File: src/rtl/mem_pkg.sv
// Shared definitions for the memory copy engine: default widths and FSM state type.
package mem_pkg;

    localparam int unsigned DefW = 8;  // data word width
    localparam int unsigned DefA = 8;  // address width

    typedef enum logic [1:0] {
        StIdle,
        StRead,
        StWrite,
        StDone
    } state_e;

endpackage

File: src/rtl/mem_copy_engine.sv
// Block-copy engine owning the data memory's address/write/data-in pins.
// Idle: core load/store passes straight through. On Start, copies Length words
// from SrcAddr to DstAddr (one READ then one WRITE per word), stalling the core.
// Optional build macro MEM_COPY_FILL_EN adds a fill mode (Fill, FillValue) that
// skips READ and writes FillValue to each destination word.
module mem_copy_engine
    import mem_pkg::*;
#(
    parameter int unsigned W = DefW,
    parameter int unsigned A = DefA
) (
    input  logic         Clk,
    input  logic         Reset,
    input  logic         Start,
    input  logic [A-1:0] SrcAddr,
    input  logic [A-1:0] DstAddr,
    input  logic [A:0]   Length,
`ifdef MEM_COPY_FILL_EN
    input  logic         Fill,
    input  logic [W-1:0] FillValue,
`endif
    output logic         Busy,
    output logic         Done,
    input  logic         CpuMemWrite,
    input  logic [A-1:0] CpuAddr,
    input  logic [W-1:0] CpuWrData,
    output logic [W-1:0] CpuRdData,
    output logic         MemWrite,
    output logic [A-1:0] MemAddr,
    output logic [W-1:0] MemWrData,
    input  logic [W-1:0] MemRdData
);

    localparam logic [A-1:0] AddrOne = A'(1);
    localparam logic [A:0]   RemOne  = (A+1)'(1);

    state_e       state_q, state_d;
    logic [A-1:0] src_q, src_d;
    logic [A-1:0] dst_q, dst_d;
    logic [A:0]   rem_q, rem_d;
    logic [W-1:0] hold_q, hold_d;
`ifdef MEM_COPY_FILL_EN
    logic         fill_q, fill_d;
    logic [W-1:0] fill_val_q, fill_val_d;
`endif

    // Loads are never intercepted; the core always sees the memory's read port.
    assign CpuRdData = MemRdData;

    // Next-state, counter updates and memory-pin mux.
    always_comb begin
        state_d   = state_q;
        src_d     = src_q;
        dst_d     = dst_q;
        rem_d     = rem_q;
        hold_d    = hold_q;
`ifdef MEM_COPY_FILL_EN
        fill_d     = fill_q;
        fill_val_d = fill_val_q;
`endif
        Busy      = 1'b0;
        Done      = 1'b0;
        MemWrite  = CpuMemWrite;
        MemAddr   = CpuAddr;
        MemWrData = CpuWrData;

        unique case (state_q)
            StIdle: begin
                if (Start) begin
                    if (Length == '0) begin
                        state_d = StDone;
                    end else begin
                        src_d   = SrcAddr;
                        dst_d   = DstAddr;
                        rem_d   = Length;
                        state_d = StRead;
`ifdef MEM_COPY_FILL_EN
                        fill_d     = Fill;
                        fill_val_d = FillValue;
                        if (Fill) state_d = StWrite;
`endif
                    end
                end
            end
            StRead: begin
                Busy      = 1'b1;
                MemWrite  = 1'b0;
                MemAddr   = src_q;
                MemWrData = hold_q;
                hold_d    = MemRdData;
                state_d   = StWrite;
            end
            StWrite: begin
                Busy      = 1'b1;
                MemWrite  = 1'b1;
                MemAddr   = dst_q;
                MemWrData = hold_q;
                src_d     = src_q + AddrOne;
                dst_d     = dst_q + AddrOne;
                rem_d     = rem_q - RemOne;
                state_d   = (rem_q == RemOne) ? StDone : StRead;
`ifdef MEM_COPY_FILL_EN
                if (fill_q) begin
                    MemWrData = fill_val_q;
                    if (rem_q != RemOne) state_d = StWrite;
                end
`endif
            end
            StDone: begin
                Done    = 1'b1;
                state_d = StIdle;
            end
        endcase
    end

    // State and datapath registers; synchronous reset aborts any copy in flight.
    always_ff @(posedge Clk) begin
        if (Reset) begin
            state_q <= StIdle;
            src_q   <= '0;
            dst_q   <= '0;
            rem_q   <= '0;
            hold_q  <= '0;
`ifdef MEM_COPY_FILL_EN
            fill_q     <= 1'b0;
            fill_val_q <= '0;
`endif
        end else begin
            state_q <= state_d;
            src_q   <= src_d;
            dst_q   <= dst_d;
            rem_q   <= rem_d;
            hold_q  <= hold_d;
`ifdef MEM_COPY_FILL_EN
            fill_q     <= fill_d;
            fill_val_q <= fill_val_d;
`endif
        end
    end

endmodule

File: config.mk
export PLATFORM = sky130hd
export DESIGN_NAME = mem_copy_engine
export DESIGN_NICKNAME = d
export VERILOG_FILES = /design/src/rtl/mem_pkg.sv /design/src/rtl/mem_copy_engine.sv
export SDC_FILE = /design/constraint.sdc
export NUM_CORES = 1
export LEC_CHECK = 0
export BUFFER_PORTS_ARGS = -buffer_cell sky130_fd_sc_hd__buf_2
export CAP_MARGIN = 20
export CORE_MARGIN = 2
export CORE_UTILIZATION = 52
export CTS_BUF_LIST = sky130_fd_sc_hd__clkbuf_2 sky130_fd_sc_hd__clkbuf_4 sky130_fd_sc_hd__clkbuf_8
export CTS_CLUSTER_SIZE = 14
export DETAILED_ROUTE_END_ITERATION = 12
export PLACE_DENSITY_LB_ADDON = 0.2
export SKIP_CTS_REPAIR_TIMING = 1
export SLEW_MARGIN = 20
export SYNTH_ARGS = -nofsm -noshare
export SYNTH_HDL_FRONTEND = slang
export SYNTH_SLANG_ARGS = --single-unit
File: constraint.sdc
create_clock -name Clk -period 2.42 [get_ports Clk]
set_clock_uncertainty 0.2 [all_clocks]
set_input_delay 0.242 -clock Clk [delete_from_list [all_inputs] [get_ports Clk]]
set_output_delay 0.242 -clock Clk [all_outputs]
set_load 0.01 [all_outputs]
=== Word-level counts from Yosys, hierarchy flattened ===
Index checks and enable logic that the tools add are counted.

* Flip-flop bits (word level): 35
* Input port bits: 53
* Output and inout port bits: 27
* Word-level logic and storage cells: 37

* Add/subtract/negate cells: 3
* Equality and inequality tests: 6
* Multiplexer cells: 18
* Reductions and logical operators: 5

{| class="wikitable"
|+ Operator list
! cell !! number
|-
| one-hot mux 8 bit (2 select lines) || 3
|-
| 2-to-1 mux 8 bit || 5
|-
| 2-to-1 mux 9 bit || 2
|-
| one-hot mux 9 bit (2 select lines) || 1
|-
| adder 8 x 1 -> 8 bit (second input constant) || 2
|-
| == test 9 x 1 -> 1 bit (second input constant) || 1
|-
| logical NOT 9 bit || 1
|-
| subtractor 9 x 1 -> 9 bit (second input constant) || 1
|-
| one-hot mux 2 bit (4 select lines) || 1
|-
| 2-to-1 mux 2 bit || 3
|-
| == test 2 bit (second input constant) || 2
|-
| != test 2 bit (second input constant) || 2
|-
| AND reduction 3 bit || 1
|-
| == test 2 x 1 -> 1 bit (second input constant) || 1
|-
| logical NOT 2 bit || 1
|-
| 2-to-1 mux 1 bit || 2
|-
| one-hot mux 1 bit (2 select lines) || 1
|-
| nonzero test 2 bit || 1
|-
| OR reduction 2 bit || 1
|}

=== Logic depth before layout (Yosys ltp) ===
* Depth after elaboration: 4
* Mapped depth: 8
* Gate-level depth less buffers: 6

=== Worst setup path before layout ===
No wires, ideal clock.

* Path kind: flip-flop to output port
* From: register state_q[0]
* To: output port MemWrData[4]
* Arrival: 1718 ps
* Data required time: 1978 ps
* Path slack: 260 ps
* Stages on the path, launching flop included: 6
* Buffers on the path: 2
* Cell sequence: dfxtp_1 > inv_1 > ha_1 > clkbuf_1 > buf_1 > mux2_2

* Longest elaborated chain between the ends: 3
* Elaborated cells on any way between the ends: 4
* Those cells by class: eq/ne (2); mux (1); reduce/logical (1)

{| class="wikitable"
|+ RTL lines
! item !! line !! source
|-
| start: declaration || mem_copy_engine.sv:37 || <nowiki>state_e state_q, state_d;</nowiki>
|-
| start signal: assignment || mem_copy_engine.sv:119 || <nowiki>state_q <= StIdle;</nowiki>
|-
| start signal: assignment || mem_copy_engine.sv:129 || <nowiki>state_q <= state_d;</nowiki>
|-
| == test 2 bit / == test 2 x 1 -> 1 bit (equally long branches) || mem_copy_engine.sv:67 || <nowiki>unique case (state_q)</nowiki>
|-
| OR reduction 2 bit (no line) * || n/a ||
|-
| 2-to-1 mux 8 bit * || mem_copy_engine.sv:67 ||
|-
| end: declaration || mem_copy_engine.sv:30 || <nowiki>output logic [W-1:0] MemWrData,</nowiki>
|}

Mark *: on every way between the ends. The rest lies on a longest branch, timed or not.

=== Final worst setup path ===
* From: register state_q[1]
* To: output port MemWrData[5]

The elaborated chain is that of the path after synthesis.

==> impl_metrics.ini <==
[clocking]
clock_path_buffers = 2
clkLatencyLatePin_ps = 290
root_buffer = clkbuf_8
cts.sinks = 35
path_clk_slew_ps = 70
cts_tree = done
numCtsBuffers = 5
h-tree-depth = 2

[finish]
area_growth_pct = 19.8
drive_above_1_share_pct = 33.7
final_cell_area_sq_um = 2870
fill_cells = 415
seq_area_sq_um = 701
diodes = 0
nets = 420
layout.cells.non_filler = 411
multi_input_area_sq_um = 1500

[timing]
setup_tns_ps = 0
hold_viol = 3
relSlewSlack_pct = 60.1
hold_ws_ps = -8.89
rsz0062_at_grt = false
clock.fmax_ghz = 0.440
drv_slew = 0
worst_pin_slew_ps = 593
min_period_over_period_pct = 94.0
period_needed_ps = 2270
setup_viol = 0

[routing]
dr.pass1.iters = 5
vias_per_cell = 6.05
drtIter0Drc = 157
ant_nets = 0
routed_wl_mm = 6.71
drc = 0
wl_per_cell_um = 16.3
vias = 2487

[yosys]
synthArstFlopShare_pct = 0
netlist_instances = 292
synth_ff_type = dfxtp_1
synth_area_sq_um = 2400
syn_avg_cell_area_sq_um = 8.22
yosys_warnings = 0
syn_nets = 354
seq_area_frac_synth_pct = 29.2
synth-edff-count = 0
synth_top_area_cell = dfxtp_1
synth_area_leaders = dfxtp_1, a21oi_1, ha_1, mux2i_1, nor2_1
synth_cell_types = 50
synth_top_area_share_pct = 29.2
ys_ff_latch = 35
synth_most_common_cell = dfxtp_1
synth.top_cells.by_count = dfxtp_1, nor2_1, a21oi_1

[critical_path]
setup.worst_path.end_class = output port
crit_chain = inv_1 -> ha_2 -> mux2_2 -> buf_2
path_class = reg -> out
worstPathArrival_ps = 1830
crit_fanout = 13
crit_required_ps = 1980
critPathSlowestCell = ha_2
startpoint_type = register
path_buf_inv = 2
crit_path_max_incr_delay_ps = 530
crit_family = adder cells

[die]
start_util_pct = 54.4
core_area_sq_um = 4410
io_pins = 80
fp.dieW_um = 71.9
die-area_sq_um = 5170
die_h_um = 71.9
rows = 24

[placement]
place.detailed.hpwl_mm = 4.70
dp_cells = 403
portBuffers = 79
place_congestion = 0.859
dpl-instance-area_sq_um = 2780

[global_routing]
grt_max_degree = 35
grt_pass1_vias = 2349
track_usage_pct = 26.6
grt_pass1_wl_mm = 10.9
grt_overflow = 0
antenna_found_initial = 0

[power_and_ir_drop]
ir_drop_mv = 0.839
p_comb_share_pct = 62.8
power_w = 0.00413
sw_frac_of_total_pct = 47.4
clockPowerShare_pct = 10.8
pwr-share-seq_pct = 26.4
leakage_nw = 1.21
p_int_w = 0.00217
power.switching_w = 0.00196
power_density_nw_per_um2 = 1440

[run_status]
status = complete, but fails checks
violations = negative hold slack

[flow_run]
cap_violations = 0

[hold_path]
worstHoldPathType = in -> reg
[cells by family after synthesis]
logic type | Yosys count | synth area share (%)
AND/OR/NAND/NOR | 93 | 19.9
flip-flops | 35 | 29.2
AO/OA/AOI/OAI | 95 | 29.0
adder cells (fa/ha/maj) | 9 | 4.69
multiplexers | 20 | 8.81
buffers and inverters | 40 | 8.39
[worst min-delay path, cell delays in order]
cell and delay, ps:
buf_2 80, mux2i_1 60, nor2_1 70
[registers in the layout, indices dropped and copies added, names as in the netlist]
name,count
hold_q,8
state_q,2
rem_q,9
src_q,8
dst_q,8
[power by group through the flow]
stage | registers (W) | clock network [W] | logic [W]
after floorplan | 0.00101 | 0 | 0.00188
after global placement | 0.00109 | 0 | 0.00252
after detailed placement | 0.00109 | 0 | 0.00256
after CTS | 0.00108 | 0.000450 | 0.00257
after global routing | 0.00112 | 0.000483 | 0.00285
final | 0.00109 | 0.000446 | 0.00260
[routing by layer]
layer / track usage, % / part of all wire (%)
met5: 0 / 0
met4: 8.39 / 1.4
met3: 6.39 / 7.1
met2: 44.8 / 50
met1: 33.7 / 42
[area by class of cell]
class,count,area share [%]
sequential,35,24.4
clock buffer,7,2.92
tap,52,2.26
multi-input combinational,217,52.2
timing repair buffer,92,17.2
clock inverter,1,0.174
inverter,7,0.914
[worst paths after layout]
kind | startpoint | to | depth (start not counted) | slack, ps
worst min register to register | rem_q[7] | rem_q[7] | 2 | 290
worst max-delay path | state_q[1] | MemWrData[5] | 4 | 150
worst max register to register | state_q[0] | dst_q[0] | 6 | 290
worst min-delay path | MemRdData[4] | hold_q[4] | 3 | -9
[stage by stage]
step                      hold WS [ps]  util [%]  worst slack, ps
after global placement             271      63.0              368
after global routing              2.09      65.1             46.8
after CTS                        -4.07      65.1             44.4
final                            -8.89      65.1              145
after detailed placement           267      63.0              285
after floorplan                    189         -              260
[placed cells by master, fill, tap and decap left out, types with 7 or more instances in the layout]
master / count
nand2_1: 16
a211oi_1: 7
a21oi_1: 25
nand3_1: 12
ha_1: 8
buf_4: 13
mux2i_1: 11
a22oi_1: 9
o32ai_1: 7
mux2_2: 9
buf_2: 79
nor2_1: 28
nor4_1: 7
o31ai_1: 13
dfxtp_1: 35
(Power assumes the default switching activity.)
